$ cat src/rtl/sp_ram_burst_ctrl_if.sv
`default_nettype none
// +--------------------------------------------------------------------------+
// | Module     : sp_ram_burst_ctrl_if                                        |
// | Description: Command, write-beat, read-beat and RAM-side signal bundle   |
// |              for the sp_ram burst controller.                            |
// | Revision   : 1.0  initial release                                        |
// +--------------------------------------------------------------------------+
interface sp_ram_burst_ctrl_if #(
  parameter int AW = 8,
  parameter int DW = 8
);
  // command channel
  logic          cmd_valid;
  logic          cmd_ready;
  logic          cmd_write;
  logic [AW-1:0] cmd_addr;
  logic [AW-1:0] cmd_len;
  // write beat channel
  logic [DW-1:0] wdata;
  logic          wvalid;
  logic          wready;
  // read beat channel
  logic [DW-1:0] rdata;
  logic          rvalid;
  logic          rready;
  // burst completion
  logic          done;
  // RAM side
  logic          ram_en;
  logic [AW-1:0] ram_addr;
  logic [DW-1:0] ram_din;
  logic [DW-1:0] ram_dout;

  // controller view
  modport slave (
    input  cmd_valid, cmd_write, cmd_addr, cmd_len, wdata, wvalid, rready, ram_dout,
    output cmd_ready, wready, rdata, rvalid, done, ram_en, ram_addr, ram_din
  );

  // requester / RAM view
  modport master (
    output cmd_valid, cmd_write, cmd_addr, cmd_len, wdata, wvalid, rready, ram_dout,
    input  cmd_ready, wready, rdata, rvalid, done, ram_en, ram_addr, ram_din
  );
endinterface
`default_nettype wire

$ cat src/rtl/sp_ram_burst_ctrl.sv
`default_nettype none
// +--------------------------------------------------------------------------+
// | Module     : sp_ram_burst_ctrl                                           |
// | Description: Write/read burst controller driving a single-port RAM with  |
// |              a 1-cycle registered read. One burst at a time, addresses   |
// |              wrap modulo 2**AW. Optional beat statistics are enabled by  |
// |              defining SP_RAM_SEQ_STATS_EN.                               |
// | Revision   : 1.0  initial release                                        |
// +--------------------------------------------------------------------------+
module sp_ram_burst_ctrl #(
  parameter int AW = 8,
  parameter int DW = 8
`ifdef SP_RAM_SEQ_STATS_EN
  , parameter int CW = 16
`endif
) (
  input  wire                clk,
  input  wire                rst,        // synchronous, active-low
  sp_ram_burst_ctrl_if.slave bus
`ifdef SP_RAM_SEQ_STATS_EN
  , output logic [CW-1:0]    wr_beats,
  output logic [CW-1:0]      rd_beats
`endif
);

  typedef enum logic [1:0] {
    S_IDLE    = 2'd0,
    S_WRITE   = 2'd1,
    S_RD_FILL = 2'd2,
    S_READ    = 2'd3
  } state_t;

  state_t        state, state_nxt;
  logic [AW-1:0] addr_q, addr_nxt;
  logic [AW-1:0] cnt_q, cnt_nxt;
  logic          done_q, done_nxt;
  // last values presented to the RAM, so IDLE keeps the bus quiet
  logic [AW-1:0] addr_hold;
  logic [DW-1:0] din_hold;

  logic          cmd_ready;
  logic          wready;
  logic          rvalid;
  logic          ram_en;
  logic [AW-1:0] ram_addr;
  logic [DW-1:0] ram_din;
  logic          wr_acc;
  logic          rd_acc;

  // State, burst address/count and done pulse registers
  always_ff @(posedge clk) begin
    if (!rst) begin
      state     <= S_IDLE;
      addr_q    <= '0;
      cnt_q     <= '0;
      done_q    <= 1'b0;
      addr_hold <= '0;
      din_hold  <= '0;
    end else begin
      state     <= state_nxt;
      addr_q    <= addr_nxt;
      cnt_q     <= cnt_nxt;
      done_q    <= done_nxt;
      addr_hold <= ram_addr;
      din_hold  <= ram_din;
    end
  end

  // Next-state logic and combinational RAM / handshake outputs
  always_comb begin
    state_nxt = state;
    addr_nxt  = addr_q;
    cnt_nxt   = cnt_q;
    done_nxt  = 1'b0;
    cmd_ready = 1'b0;
    wready    = 1'b0;
    rvalid    = 1'b0;
    ram_en    = 1'b0;
    ram_addr  = addr_hold;
    ram_din   = din_hold;
    wr_acc    = 1'b0;
    rd_acc    = 1'b0;
    unique case (state)
      S_IDLE: begin
        cmd_ready = 1'b1;
        if (bus.cmd_valid) begin
          addr_nxt  = bus.cmd_addr;
          cnt_nxt   = bus.cmd_len;
          state_nxt = bus.cmd_write ? S_WRITE : S_RD_FILL;
        end
      end
      S_WRITE: begin
        wready   = 1'b1;
        ram_addr = addr_q;
        ram_din  = bus.wdata;
        // a beat presented while reset is asserted must not reach the RAM
        ram_en   = bus.wvalid & rst;
        if (bus.wvalid) begin
          wr_acc   = 1'b1;
          addr_nxt = addr_q + 1'b1;
          if (cnt_q == '0) begin
            state_nxt = S_IDLE;
            done_nxt  = 1'b1;
          end else begin
            cnt_nxt = cnt_q - 1'b1;
          end
        end
      end
      S_RD_FILL: begin
        // RAM registers the first word at the end of this cycle
        ram_addr  = addr_q;
        state_nxt = S_READ;
      end
      S_READ: begin
        rvalid   = 1'b1;
        ram_addr = addr_q;
        if (bus.rready) begin
          // prefetch the following word so it is ready next cycle
          rd_acc   = 1'b1;
          ram_addr = addr_q + 1'b1;
          addr_nxt = addr_q + 1'b1;
          if (cnt_q == '0) begin
            state_nxt = S_IDLE;
            done_nxt  = 1'b1;
          end else begin
            cnt_nxt = cnt_q - 1'b1;
          end
        end
      end
      default: state_nxt = S_IDLE;
    endcase
  end

  assign bus.cmd_ready = cmd_ready;
  assign bus.wready    = wready;
  assign bus.rvalid    = rvalid;
  assign bus.rdata     = bus.ram_dout;
  assign bus.done      = done_q;
  assign bus.ram_en    = ram_en;
  assign bus.ram_addr  = ram_addr;
  assign bus.ram_din   = ram_din;

`ifdef SP_RAM_SEQ_STATS_EN
  // Saturating counters of accepted write and read beats
  always_ff @(posedge clk) begin
    if (!rst) begin
      wr_beats <= '0;
      rd_beats <= '0;
    end else begin
      if (wr_acc && (wr_beats != {CW{1'b1}})) wr_beats <= wr_beats + 1'b1;
      if (rd_acc && (rd_beats != {CW{1'b1}})) rd_beats <= rd_beats + 1'b1;
    end
  end
`else
  // beat-accept strobes only feed the optional statistics
  logic unused_acc;
  assign unused_acc = wr_acc ^ rd_acc;
`endif

endmodule
`default_nettype wire

$ cat src/flat_wrapper.sv
// flat-port wrapper written by rule: the top's interface ports become plain ports
module sp_ram_burst_ctrl_flat 
#(
  parameter int AW = 8,
  parameter int DW = 8

)
  (clk, rst, bus_cmd_valid, bus_cmd_write, bus_cmd_addr, bus_cmd_len, bus_wdata, bus_wvalid, bus_rready, bus_ram_dout, bus_cmd_ready, bus_wready, bus_rdata, bus_rvalid, bus_done, bus_ram_en, bus_ram_addr, bus_ram_din);
  sp_ram_burst_ctrl_if #(.AW(AW), .DW(DW)) bus_i ();
  input  wire clk;
  input  wire rst;
  input wire logic [$bits(bus_i.cmd_valid)-1:0] bus_cmd_valid;
  input wire logic [$bits(bus_i.cmd_write)-1:0] bus_cmd_write;
  input wire logic [$bits(bus_i.cmd_addr)-1:0] bus_cmd_addr;
  input wire logic [$bits(bus_i.cmd_len)-1:0] bus_cmd_len;
  input wire logic [$bits(bus_i.wdata)-1:0] bus_wdata;
  input wire logic [$bits(bus_i.wvalid)-1:0] bus_wvalid;
  input wire logic [$bits(bus_i.rready)-1:0] bus_rready;
  input wire logic [$bits(bus_i.ram_dout)-1:0] bus_ram_dout;
  output wire logic [$bits(bus_i.cmd_ready)-1:0] bus_cmd_ready;
  output wire logic [$bits(bus_i.wready)-1:0] bus_wready;
  output wire logic [$bits(bus_i.rdata)-1:0] bus_rdata;
  output wire logic [$bits(bus_i.rvalid)-1:0] bus_rvalid;
  output wire logic [$bits(bus_i.done)-1:0] bus_done;
  output wire logic [$bits(bus_i.ram_en)-1:0] bus_ram_en;
  output wire logic [$bits(bus_i.ram_addr)-1:0] bus_ram_addr;
  output wire logic [$bits(bus_i.ram_din)-1:0] bus_ram_din;
  assign bus_i.cmd_valid = bus_cmd_valid;
  assign bus_i.cmd_write = bus_cmd_write;
  assign bus_i.cmd_addr = bus_cmd_addr;
  assign bus_i.cmd_len = bus_cmd_len;
  assign bus_i.wdata = bus_wdata;
  assign bus_i.wvalid = bus_wvalid;
  assign bus_i.rready = bus_rready;
  assign bus_i.ram_dout = bus_ram_dout;
  assign bus_cmd_ready = bus_i.cmd_ready;
  assign bus_wready = bus_i.wready;
  assign bus_rdata = bus_i.rdata;
  assign bus_rvalid = bus_i.rvalid;
  assign bus_done = bus_i.done;
  assign bus_ram_en = bus_i.ram_en;
  assign bus_ram_addr = bus_i.ram_addr;
  assign bus_ram_din = bus_i.ram_din;
  sp_ram_burst_ctrl #(.AW(AW), .DW(DW)) u_core (.clk(clk), .rst(rst), .bus(bus_i));
endmodule
$ cat config.mk
export PLATFORM = sky130hd
export DESIGN_NAME = sp_ram_burst_ctrl_flat
export DESIGN_NICKNAME = d
export VERILOG_FILES = /design/src/rtl/sp_ram_burst_ctrl_if.sv /design/src/rtl/sp_ram_burst_ctrl.sv /design/src/flat_wrapper.sv
export SDC_FILE = /design/constraint.sdc
export NUM_CORES = 1
export LEC_CHECK = 0
export ABC_AREA = 1
export CAP_MARGIN = 20
export CORE_MARGIN = 4
export CORE_UTILIZATION = 35
export CTS_CLUSTER_DIAMETER = 80
export DETAILED_ROUTE_END_ITERATION = 10
export HOLD_SLACK_MARGIN = 0.02
export PLACE_DENSITY_LB_ADDON = 0.25
export SLEW_MARGIN = 10
export SYNTH_ARGS = -nofsm -noshare
export SYNTH_HDL_FRONTEND = slang
export SYNTH_SLANG_ARGS = --single-unit
$ cat constraint.sdc
create_clock -name clk -period 1.7 [get_ports clk]
set_input_delay 0.51 -clock clk [delete_from_list [all_inputs] [get_ports clk]]
set_output_delay 0.51 -clock clk [all_outputs]
set_load 0.02 [all_outputs]
# After elaboration in Yosys (flattened, before gate mapping)
# Index checks and enable logic that the tools add are counted.
# word_totals
register_bits	35
out_inout_bits	29
wordCells	47
# classes
eq_ne	6
muxes	25
addsub	2
n_bitwise	1
n_reduce_logical	7
# ops
op	count
two-way mux 8 bit	8
case mux 8 bit (3 select lines)	2
case mux 8 bit (2 select lines)	1
two-way mux 2 bit	5
adder 8 x 1 -> 8 bit, second input constant	1
zero test 8 bit	1
case mux 2 bit (4 select lines)	1
subtractor 8 x 1 -> 8 bit, second input constant	1
two-way mux 1 bit	7
inequality test 2 bit, second input constant	3
AND reduction 3 bit	2
== test 2 bit, second input constant	2
AND reduction 4 bit	1
nonzero test 3 bit	1
== test 2 x 1 -> 1 bit, second input constant	1
zero test 2 bit	1
case mux 1 bit (2 select lines)	1
OR reduction 2 bit	1
bitwise AND 1 bit	1

# Longest topological paths before layout
# depth
word_depth	4
ltp_mapped	11
ltp_nobuf	10

# Worst setup path before layout
# Ideal clock, no wire load.
# synth_path
path_type	reg-to-output
from	register u_core.state[1]
to	output bus_ram_en
stages_incl_launch_ff	6
setup_slack_ps	-435
required_ps	1190
arrival_ps	1625
n_path_buf	1
path_cell_list	dfxtp_1 -> inv_1 -> ha_1 -> buf_6 -> clkinv_1 -> nor3_1
# synth_between
elab_chain_len	2
# synth_rtl
item	line_no	text
start, declared	sp_ram_burst_ctrl.sv:33	state_t state, state_nxt;
start signal, assigned	sp_ram_burst_ctrl.sv:60	state <= state_nxt;
== test 2 x 1 -> 1 bit	sp_ram_burst_ctrl.sv:83	unique case (state)
two-way mux 1 bit	sp_ram_burst_ctrl.sv:83	
end, declared	flat_wrapper.sv:25	output wire logic [$bits(bus_i.ram_en)-1:0] bus_ram_en;
# No other way between the ends.

# Final worst setup path
# layout_path
from	register u_core.state[1]
to	output bus_ram_addr[1]
# layout_between
elab_chain_len	3
# layout_rtl
item	line_no	text
== test 2 bit or == test 2 x 1 -> 1 bit (tied branches)	sp_ram_burst_ctrl.sv:83	
OR reduction 2 bit (no line)	n/a	
case mux 8 bit (2 select lines) (*)	sp_ram_burst_ctrl.sv:83	
end, declared	flat_wrapper.sv:26	output wire logic [$bits(bus_i.ram_addr)-1:0] bus_ram_addr;
# Mark *: on every way between the ends. The rest lies on a longest branch, timed or not.

==> run metrics <==
LEAKAGE=0.00189 uW; Num CTS Buffers=5; # rows=28; wire per inst=13.6 um; Initial DRC Count=129; Max IR drop VDD=1.25 mV; Hold Violations, Final=0; pwr/cell area=2180 nW/um^2; most frequent CP cell=inv_2; Final min period=2.12 ns; kind of critical path=flip-flop to output pin; syn_nets=396; Crit path required time=1.19 ns; FFs w/ async S/R, synth=0%; share of cells above drive strength 1=46.6%; Pwr Total=8660 uW; Final ANT Viol Nets=0; CTS Buffer Depth=2; Num Clock Sinks=35; Clock transition at path regs=0.07 ns; Critical Path AT=1.61 ns; Synth Flop Type=dfxtp_1; Worst Hold Class=flip-flop to flip-flop; Worst Path Buf+Inv=5; global-route wire length before repair=11300 um; Post-Synthesis Cells=350; top post-synthesis cells by area=dfxtp_1 (32%), nand2_1 (19%), a21oi_1 (6.6%); relative slew slack=82.1%; remaining global-route overflow=0; Overall Global Routing Usage=18.6%; Post-synth EDFFs=0; mapped cell area=2190 sq um; synthesized flop and latch total=35; Slew @ Worst Pin=0.266 ns; period utilization=125%; Layout area overhead=80.8%; initial core utilization=36.6%; violated checks=negative setup slack; Fin Clk Skew=0.00637 ns; CTS H-tree depth=2; RSZ-0062 raised after global routing=yes; Post-Layout Cell Count=545; CTS tree=built; CP cell instances=inv_2 -> buf_6 -> ha_4 -> inv_2 -> nand2_1 -> o22ai_2 -> inv_2 -> buf_6; sequential area share after synthesis=31.9%; Setup Viol. Count Final=21; vias in the first global route=2494; drc violations=0; top cells by count, synth=nand2_1 (109), nor2_1 (38), inv_1 (36); Setup crit start kind=flip-flop; io pins=67; fmax=471 MHz; Cell variety after synth=28; Vias=2605; yosys warns=0; setup_tns=-6.32 ns; delay-heaviest family, CP=buffers and inverters; DIE AREA=7600 sq um; dpl cells=516; Port Buffer Count=50; max-slew violations=0; Ant. Diodes=0; vias per cell=4.78; Worst setup EP type=output pin; clk root buf=clkbuf_8; initial antenna violation count=0; final setup margin=-0.424 ns; clock latency on the worst-skew pair=0.29 ns; DIE HEIGHT=87.2 um; # nets final=515; most frequent cell after synthesis=nand2_1; largest area contributor in the netlist=dfxtp_1; crit-path max cell delay=0.36 ns; drt first pass iters=4; final WL=7420 um; Die W=87.2 um; detailed placement HPWL=4440 um; critical path's slowest cell=dfxtp_2; largest net degree at the start of global routing=21; status=complete, but fails checks; Yosys top cell area share=31.9%; worst-path fanout max=5; MaxCap Viol Count=0; CORE AREA=5990 sq um; Mapped Avg Cell Area=6.27 sq um; routability cong.=0.843
==> cell usage in the layout, fill, tap and decap left out, drive strengths merged, types with 4 or more instances in the layout <==
cell type and n:
a21oi 30, buf 97, clkbuf 7, clkdlybuf4s50 27
clkinv 4, dfxtp 35, ha 8, inv 41
nand2 109, nand3 27, nor2 44, o21ai 21
or2 5
==> layer usage <==
metal | track usage (%) | vias to the layer above | share of wire (%)
met5 | 0 | - | 0
met4 | 6.97 | 0 | 1.7
met3 | 3.12 | 9 | 5.5
met2 | 30.5 | 80 | 49
met1 | 24.6 | 1184 | 44
li1 | - | 1332 | -
==> power breakdown <==
part,leakage [uW],internal [uW],switching (uW)
clock network,0.0000477,281,323
registers,0.000290,1160,257
logic,0.00155,3220,3410
==> state kept, by name, indices dropped and copies added (netlist names) <==
register / flops
u_core.bus.done: 1
u_core.din_hold: 8
u_core.addr_q: 8
u_core.state: 2
u_core.cnt_q: 8
u_core.addr_hold: 8
==> through the flow <==
| stage | area (sq um) | hold slack, ns | util (%) | setup WS, ns |
|---|---|---|---|---|
| 2_1_floorplan | 2290 | 0.459 | - | -0.0282 |
| 3_3_place_gp | 3230 | 0.468 | 54.0 | -0.969 |
| 3_5_place_dp | 3230 | 0.479 | 54.0 | -1.00 |
| 4_1_cts | 3670 | 0.487 | 61.3 | -0.426 |
| 5_1_grt | 3970 | 0.498 | 66.2 | -0.495 |
| 6_report | 3970 | 0.486 | 66.2 | -0.424 |
==> path summary, 6_finish.rpt <==
kind | start | endpoint | slack (ns) | cells after the start
min | u_core.din_hold[3] | u_core.din_hold[3] | 0.49 | 2
min reg2reg | u_core.din_hold[3] | u_core.din_hold[3] | 0.49 | 2
max | u_core.state[1] | bus_ram_addr[1] | -0.42 | 8
max reg2reg | u_core.state[1] | u_core.addr_q[4] | -0.07 | 12
==> area by class of cell <==
type	count	area (sq um)
Clock buffer	5	68.8
Fill cell	518	2020
Timing Repair inverter	1	3.75
Clock inverter	3	15.0
Inverter	41	184
Sequential cell	35	711
Multi-Input combinational cell	256	1650
Tap cell	75	93.8
Timing Repair Buffer	129	1240
==> timing repair <==
| item | CTS | global route |
|---|---|---|
| pin swaps | 18 | 20 |
| hold endpoints to repair | 0 | 0 |
| setup buffers | 13 | 7 |
| hold buffers | 0 | 0 |
| setup endpoints to repair | 37 | 36 |
| gates cloned | 2 | 1 |
| resized for setup | 185 | 59 |
==> worst register-to-register path: stages, from the launching register on <==
cell,delay (ns)
dfxtp_2,0.36
inv_2,0.06
buf_6,0.13
ha_4,0.18
buf_6,0.14
nor2_4,0.12
inv_4,0.06
nor2_4,0.12
nor2_4,0.06
buf_12,0.14
buf_6,0.12
o21ai_2,0.12
nor2_1,0.06
==> cells by family (layout without fill, tap and decap cells) <==
kind of cell	after synthesis	in the layout	share of synthesized area, %
compound gates	56	56	13.4
xor+xnor	3	3	1.20
fa+ha+maj	8	8	4.56
buf+inv	59	179	12.8
flops	35	35	31.9
simple gates	189	189	36.1
(Power assumes the default switching activity.)
